===== src/rtl/move_load.sv =====
// move_load: filters evaluated child positions that leave the mover in check,
// streams the survivors into the move_sort RAM, kicks off the sort and reports
// the ply outcome (legal-move count, overflow, mate, stalemate).
//
// state        | meaning
// -------------+-------------------------------------------------------------
// S_IDLE       | after reset, waiting for load_start
// S_INIT       | one cycle: rewind the sort RAM write pointer, clear the sort
// S_LOAD       | accepting child entries, writing the legal ones
// S_SORT_START | final write lands this cycle; sort_start is issued next cycle
// S_SORT_WAIT  | waiting for move_sort; first cycle ignores stale completion
// S_DONE       | ply complete, results held, waiting for next load_start

`ifndef MAX_POSITIONS
`define MAX_POSITIONS 64
`endif

module move_load #(
  parameter int RAM_WIDTH          = 32,
  parameter int EVAL_WIDTH         = 16,
  parameter int MAX_POSITIONS      = `MAX_POSITIONS,
  parameter int MAX_POSITIONS_LOG2 = $clog2(MAX_POSITIONS)
) (
  input  logic                          clk,
  input  logic                          reset,
  input  logic                          load_start,
  input  logic                          white_to_move,
  input  logic                          side_in_check,
  input  logic                          in_valid,
  input  logic [RAM_WIDTH-1:0]          in_data,
  input  logic                          in_last,
  output logic                          in_ready,
  output logic                          ram_wr_addr_init,
  output logic                          ram_wr,
  output logic [RAM_WIDTH-1:0]          ram_wr_data,
  output logic                          sort_clear,
  output logic                          sort_start,
  input  logic                          sort_complete,
  output logic [MAX_POSITIONS_LOG2:0]   legal_count,
  output logic                          overflow,
  output logic                          mate,
  output logic                          stalemate,
  output logic                          load_done
);

  localparam int CW = MAX_POSITIONS_LOG2 + 1;
  localparam logic [CW-1:0] MAX_CNT = CW'(MAX_POSITIONS);

  typedef enum logic [2:0] {
    S_IDLE,
    S_INIT,
    S_LOAD,
    S_SORT_START,
    S_SORT_WAIT,
    S_DONE
  } state_t;

  state_t                state_q, state_d;
  logic                  wtm_q, wtm_d;
  logic                  sic_q, sic_d;
  logic [CW-1:0]         legal_count_q, legal_count_d;
  logic                  overflow_q, overflow_d;
  logic                  mate_q, mate_d;
  logic                  stalemate_q, stalemate_d;
  logic                  ram_wr_q, ram_wr_d;
  logic [RAM_WIDTH-1:0]  ram_wr_data_q, ram_wr_data_d;
  logic                  sort_start_q, sort_start_d;

  logic                  accept;
  logic                  illegal;
  logic                  room;

  // Next-state and next-output logic; writes are registered so an entry
  // accepted in one cycle appears on the RAM port in the next.
  always_comb begin
    state_d       = state_q;
    wtm_d         = wtm_q;
    sic_d         = sic_q;
    legal_count_d = legal_count_q;
    overflow_d    = overflow_q;
    mate_d        = mate_q;
    stalemate_d   = stalemate_q;
    ram_wr_d      = 1'b0;
    ram_wr_data_d = ram_wr_data_q;
    sort_start_d  = 1'b0;

    accept  = (state_q == S_LOAD) && in_valid;
    // Both check bits set is resolved purely by the mover's bit.
    illegal = wtm_q ? in_data[EVAL_WIDTH+1] : in_data[EVAL_WIDTH];
    room    = (legal_count_q < MAX_CNT);

    case (state_q)
      S_IDLE, S_DONE: begin
        if (load_start) begin
          state_d       = S_INIT;
          wtm_d         = white_to_move;
          sic_d         = side_in_check;
          legal_count_d = '0;
          overflow_d    = 1'b0;
          mate_d        = 1'b0;
          stalemate_d   = 1'b0;
        end
      end

      S_INIT: begin
        state_d = S_LOAD;
      end

      S_LOAD: begin
        if (accept) begin
          if (!illegal) begin
            if (room) begin
              ram_wr_d      = 1'b1;
              ram_wr_data_d = in_data;
              legal_count_d = legal_count_q + 1'b1;
            end else begin
              overflow_d = 1'b1;
            end
          end
          if (in_last) begin
            if (legal_count_d != '0) begin
              state_d = S_SORT_START;
            end else begin
              state_d     = S_DONE;
              mate_d      = sic_q;
              stalemate_d = ~sic_q;
            end
          end
        end
      end

      // sort_start is registered, so it rises the cycle after the last write.
      S_SORT_START: begin
        sort_start_d = 1'b1;
        state_d      = S_SORT_WAIT;
      end

      // While sort_start is still high, sort_complete is from the previous sort.
      S_SORT_WAIT: begin
        if (!sort_start_q && sort_complete) begin
          state_d = S_DONE;
        end
      end

      default: begin
        state_d = S_IDLE;
      end
    endcase
  end

  // State and registered outputs; synchronous reset aborts any ply in flight.
  always_ff @(posedge clk) begin
    if (reset) begin
      state_q       <= S_IDLE;
      wtm_q         <= 1'b0;
      sic_q         <= 1'b0;
      legal_count_q <= '0;
      overflow_q    <= 1'b0;
      mate_q        <= 1'b0;
      stalemate_q   <= 1'b0;
      ram_wr_q      <= 1'b0;
      ram_wr_data_q <= '0;
      sort_start_q  <= 1'b0;
    end else begin
      state_q       <= state_d;
      wtm_q         <= wtm_d;
      sic_q         <= sic_d;
      legal_count_q <= legal_count_d;
      overflow_q    <= overflow_d;
      mate_q        <= mate_d;
      stalemate_q   <= stalemate_d;
      ram_wr_q      <= ram_wr_d;
      ram_wr_data_q <= ram_wr_data_d;
      sort_start_q  <= sort_start_d;
    end
  end

  assign in_ready         = (state_q == S_LOAD);
  assign ram_wr_addr_init = (state_q == S_INIT);
  assign sort_clear       = (state_q == S_INIT);
  assign load_done        = (state_q == S_DONE);
  assign ram_wr           = ram_wr_q;
  assign ram_wr_data      = ram_wr_data_q;
  assign sort_start       = sort_start_q;
  assign legal_count      = legal_count_q;
  assign overflow         = overflow_q;
  assign mate             = mate_q;
  assign stalemate        = stalemate_q;

endmodule

===== config.mk =====
export PLATFORM = sky130hd
export DESIGN_NAME = move_load
export DESIGN_NICKNAME = d
export VERILOG_FILES = /design/src/rtl/move_load.sv
export SDC_FILE = /design/constraint.sdc
export NUM_CORES = 1
export LEC_CHECK = 0
export CORE_AREA = 2 2 100 54
export CTS_CLUSTER_SIZE = 30
export DETAILED_ROUTE_END_ITERATION = 10
export DIE_AREA = 0 0 102 56
export GPL_ROUTABILITY_DRIVEN = 0
export PLACE_DENSITY = 0.89
export SLEW_MARGIN = 20
export SYNTH_ARGS = -nofsm -noshare
export SYNTH_HDL_FRONTEND = slang
export SYNTH_SLANG_ARGS = --single-unit

===== constraint.sdc =====
create_clock -name clk -period 3.87 [get_ports clk]
set_clock_uncertainty 0.1 [all_clocks]
set_input_delay 0.774 -clock clk [delete_from_list [all_inputs] [get_ports clk]]
set_output_delay 0.774 -clock clk [all_outputs]
set_load 0.01 [all_outputs]

==> summary.txt <==
First DRT Iteration DRCs: 82
maximum vdd drop: 0.2353 mV
hold path cells: 2
Seq/Total Area, Yosys: 46.23%
Synthesis Warnings: 0
Total Wirelength: 5470 um
final hold vios: 0
Post-synth EDFFs: 0
clk slew on worst S/H paths: 0.09 ns
PostCTS Resize Cnt: 0
power per cell area: 336.2 nW/um^2
Port Buffers: 87
Antenna Cells: 0
gr ovfl total: 0
ys flop type: dfxtp_1
post-synth top area cell: dfxtp_1
initial antenna violation count: 0
slowest cell on the critical path: nor3_4
clock root cell: clkbuf_8
WL per Instance: 13.31 um
CP Class: primary input to register
Psw: 0.0002445 W
Comb pwr share: 13.6%
Crit path required time: 3.98 ns
Post-synth top cells: nand2_1, dfxtp_1, a21oi_1
Non-Filler Instances: 411
Die Area: 5712 sq um
RSZ-0062 raised after global routing: no
top-area cell type share of the netlist area: 46.23%
Slew HR: 36.47%
top-count cell post-synth: nand2_1
post-synthesis cell type count: 48
worst-path cell chain: clkdlybuf4s50_1 > nand4bb_1 > nor3_4 > buf_4 > nand2_1 > a21oi_1
worst skew pair latency: 0.29 ns
CTS Buf Count: 5
crit start category: primary input
total track usage: 19.26%
Max Fclk: 350.0 MHz
die height: 56 um
largest net degree at the start of global routing: 55
footprint of the multi-input gates: 1041 sq um
Setup Buffers After CTS: 0
fraction of layout cells with a size suffix above 1: 5.572%
outcome: completed
Max Cap Violations: 0
Mapped Cells: 264
Buf+Inv Stages, Crit Path: 2
Worst Path Max Fanout: 18
Nets: 381
vias in the first global route: 1851
hold path startpoint: ram_wr_data[13]$_SDFFE_PP0P_
synthesized cell area: 2122 sq um
Final setup viols: 0
delay-heaviest family, CP: simple AND/OR/NAND/NOR gates
simple-gate area share of the yosys netlist: 28.07%
RR Startpoint: state_q[1]$_SDFFE_PP0P_
sequential power share: 50.5%
Int Pwr: 0.0008038 W
Worst R2R Setup Slack: 1.49 ns
tightest hold margin: 0.3563 ns
cts hold-fix bufs: 0
# H-tree levels: 2
asr flop ratio synth: 0%
hold crit path type: register to register
Syn Nets: 305
Remaining DRCs: 0
via count: 2093
largest family of logic cells by synthesized area: simple AND/OR/NAND/NOR gates
synth top area cells: dfxtp_1, nand2_1, a21oi_1, nor2_1, buf_2
Initial Util: 44.44%
mux contribution to synthesized area: 1.002%
Final Instance Area: 3118 sq um
CTS tree: built
RR Endpoint: ram_wr_data[2]$_SDFFE_PP0P_
sw frac: 23.33%
cell depth of the worst flop-to-flop path: 5
IO Pins: 88
Post-DP Area: 2997 sq um
TritonCTS Sinks: 49
ANT nets after route: 0
first-pass GRT wire length: 8852 um
# rows: 18
syn avg cell area: 8.038 sq um
Register Area: 980.9 sq um
Max Slew Vio Count: 0
#FFs+latches synth: 49
Pre-antenna DRT Iters: 4
Leak Pwr: 1.037 nW
Worst Tran Pin Value: 0.9529 ns
max incr delay on CP: 0.70 ns
cell total after placement: 403
Die X: 102 um
Tmin final: 2.857 ns
Clk network pwr share: 35.8%
CP Data Arrival Time: 2.96 ns
Adder-Cell Fraction of Synth Area: 0.5896%
post-route setup TNS: 0 ns
post-synthesis compound-gate area fraction: 18.63%
XOR/XNOR Fraction of Synth Area: 0.4127%
fin crit share: 73.83%
fill cell count: 419
WHS Endpoint: ram_wr_data[13]$_SDFFE_PP0P_
DPL Wire Length: 3928 um
Max clock buf depth: 2
crit end category: register
core area: 4775 sq um
vias per cell: 5.092
Area growth, synth to finish: 46.93%
## routing by layer
| layer | vias to the layer above | GRT usage [%] | wire length (um) |
|---|---|---|---|
| met2 | 76 | 27.82 | 2266 |
| met1 | 954 | 26.32 | 2594 |
| met4 | 0 | 3.429 | 23 |
| li1 | 1061 | - | - |
| met3 | 2 | 9.171 | 586 |
| met5 | - | 0 | 0 |
## cells by family after synthesis
kind of cell,count (synthesis)
AND/OR/NAND/NOR,122
AO/OA/AOI/OAI,67
flip-flops,49
buffers and inverters,22
multiplexers,2
XOR/XNOR,1
adder cells (fa/ha/maj),1
## worst max-delay path by stage
stage / from / end / slack, ns / depth (start not counted)
finish: in_valid / ram_wr_data[2]$_SDFFE_PP0P_ / 1.01 / 6
global route: in_valid / ram_wr_data[2]$_SDFFE_PP0P_ / 0.88 / 6
CTS: in_valid / ram_wr_data[2]$_SDFFE_PP0P_ / 0.97 / 5
detailed placement: in_valid / ram_wr_data[2]$_SDFFE_PP0P_ / 0.66 / 5
global placement: in_valid / ram_wr_data[30]$_SDFFE_PP0P_ / 0.75 / 5
floorplan: in_data[17] / mate$_SDFFE_PP0P_ / 1.76 / 5
## sequential cells by signal, summed over array words and instances (netlist names)
register,cells
ram_wr,1
state_q,3
sic_q,1
legal_count,7
overflow,1
wtm_q,1
mate,1
ram_wr_data,32
sort_start,1
stalemate,1
## through the flow
stage          worst slack (ns)  utilization [%]  power (W)
2_1_floorplan             1.760                -  0.0006092
3_3_place_gp             0.7496            62.76  0.0006821
3_5_place_dp             0.6590            62.76  0.0006836
4_1_cts                  0.9674            65.28   0.001062
5_1_grt                  0.8769            65.30   0.001101
6_report                  1.013            65.30   0.001048
## cells in the final DEF (no fill, tap or decap), types with 2 or more instances in the layout
cell type,synthesis,routed
clkdlybuf4s50_1,0,86
nand2_1,72,72
dfxtp_1,49,49
a21oi_1,43,43
nor2_1,14,14
clkbuf_8,0,6
o21ai_0,5,5
nor3_1,4,4
nand3b_1,4,4
nor3b_1,3,3
nor2b_1,3,3
nand4b_1,3,3
o31ai_1,3,3
inv_1,2,2
nand3_1,2,2
nor4_1,2,2
and3_1,2,2
a311oi_1,2,2
a211oi_1,2,2
a22oi_1,2,2
buf_4,2,2
## power by group through the flow
| stage | Sequential [W] | Clock [W] | Combinational (W) |
|---|---|---|---|
| global placement | 0.000541 | 0 | 0.000141 |
| floorplan | 0.000537 | 0 | 0.0000725 |
| CTS | 0.000530 | 0.000390 | 0.000143 |
| detailed placement | 0.000541 | 0 | 0.000142 |
| finish | 0.000530 | 0.000376 | 0.000143 |
| global route | 0.000532 | 0.000412 | 0.000156 |
## layout make-up
cell class | count | area share (%)
clock buffer | 6 | 2.648
clock inverter | 2 | 1.204
inverter | 2 | 0.2408
multi-input combinational | 193 | 33.39
sequential | 49 | 31.46
tap | 70 | 2.809
timing repair buffer | 89 | 28.25
## worst reg2reg max path, stage by stage, from the launching register on
cell	delay, ns
dfxtp_1	0.53
nand4bb_1	0.39
nor3_4	0.70
buf_4	0.33
nand2_1	0.08
a21oi_1	0.15
Note: power is estimated with default switching activity, not from simulation.
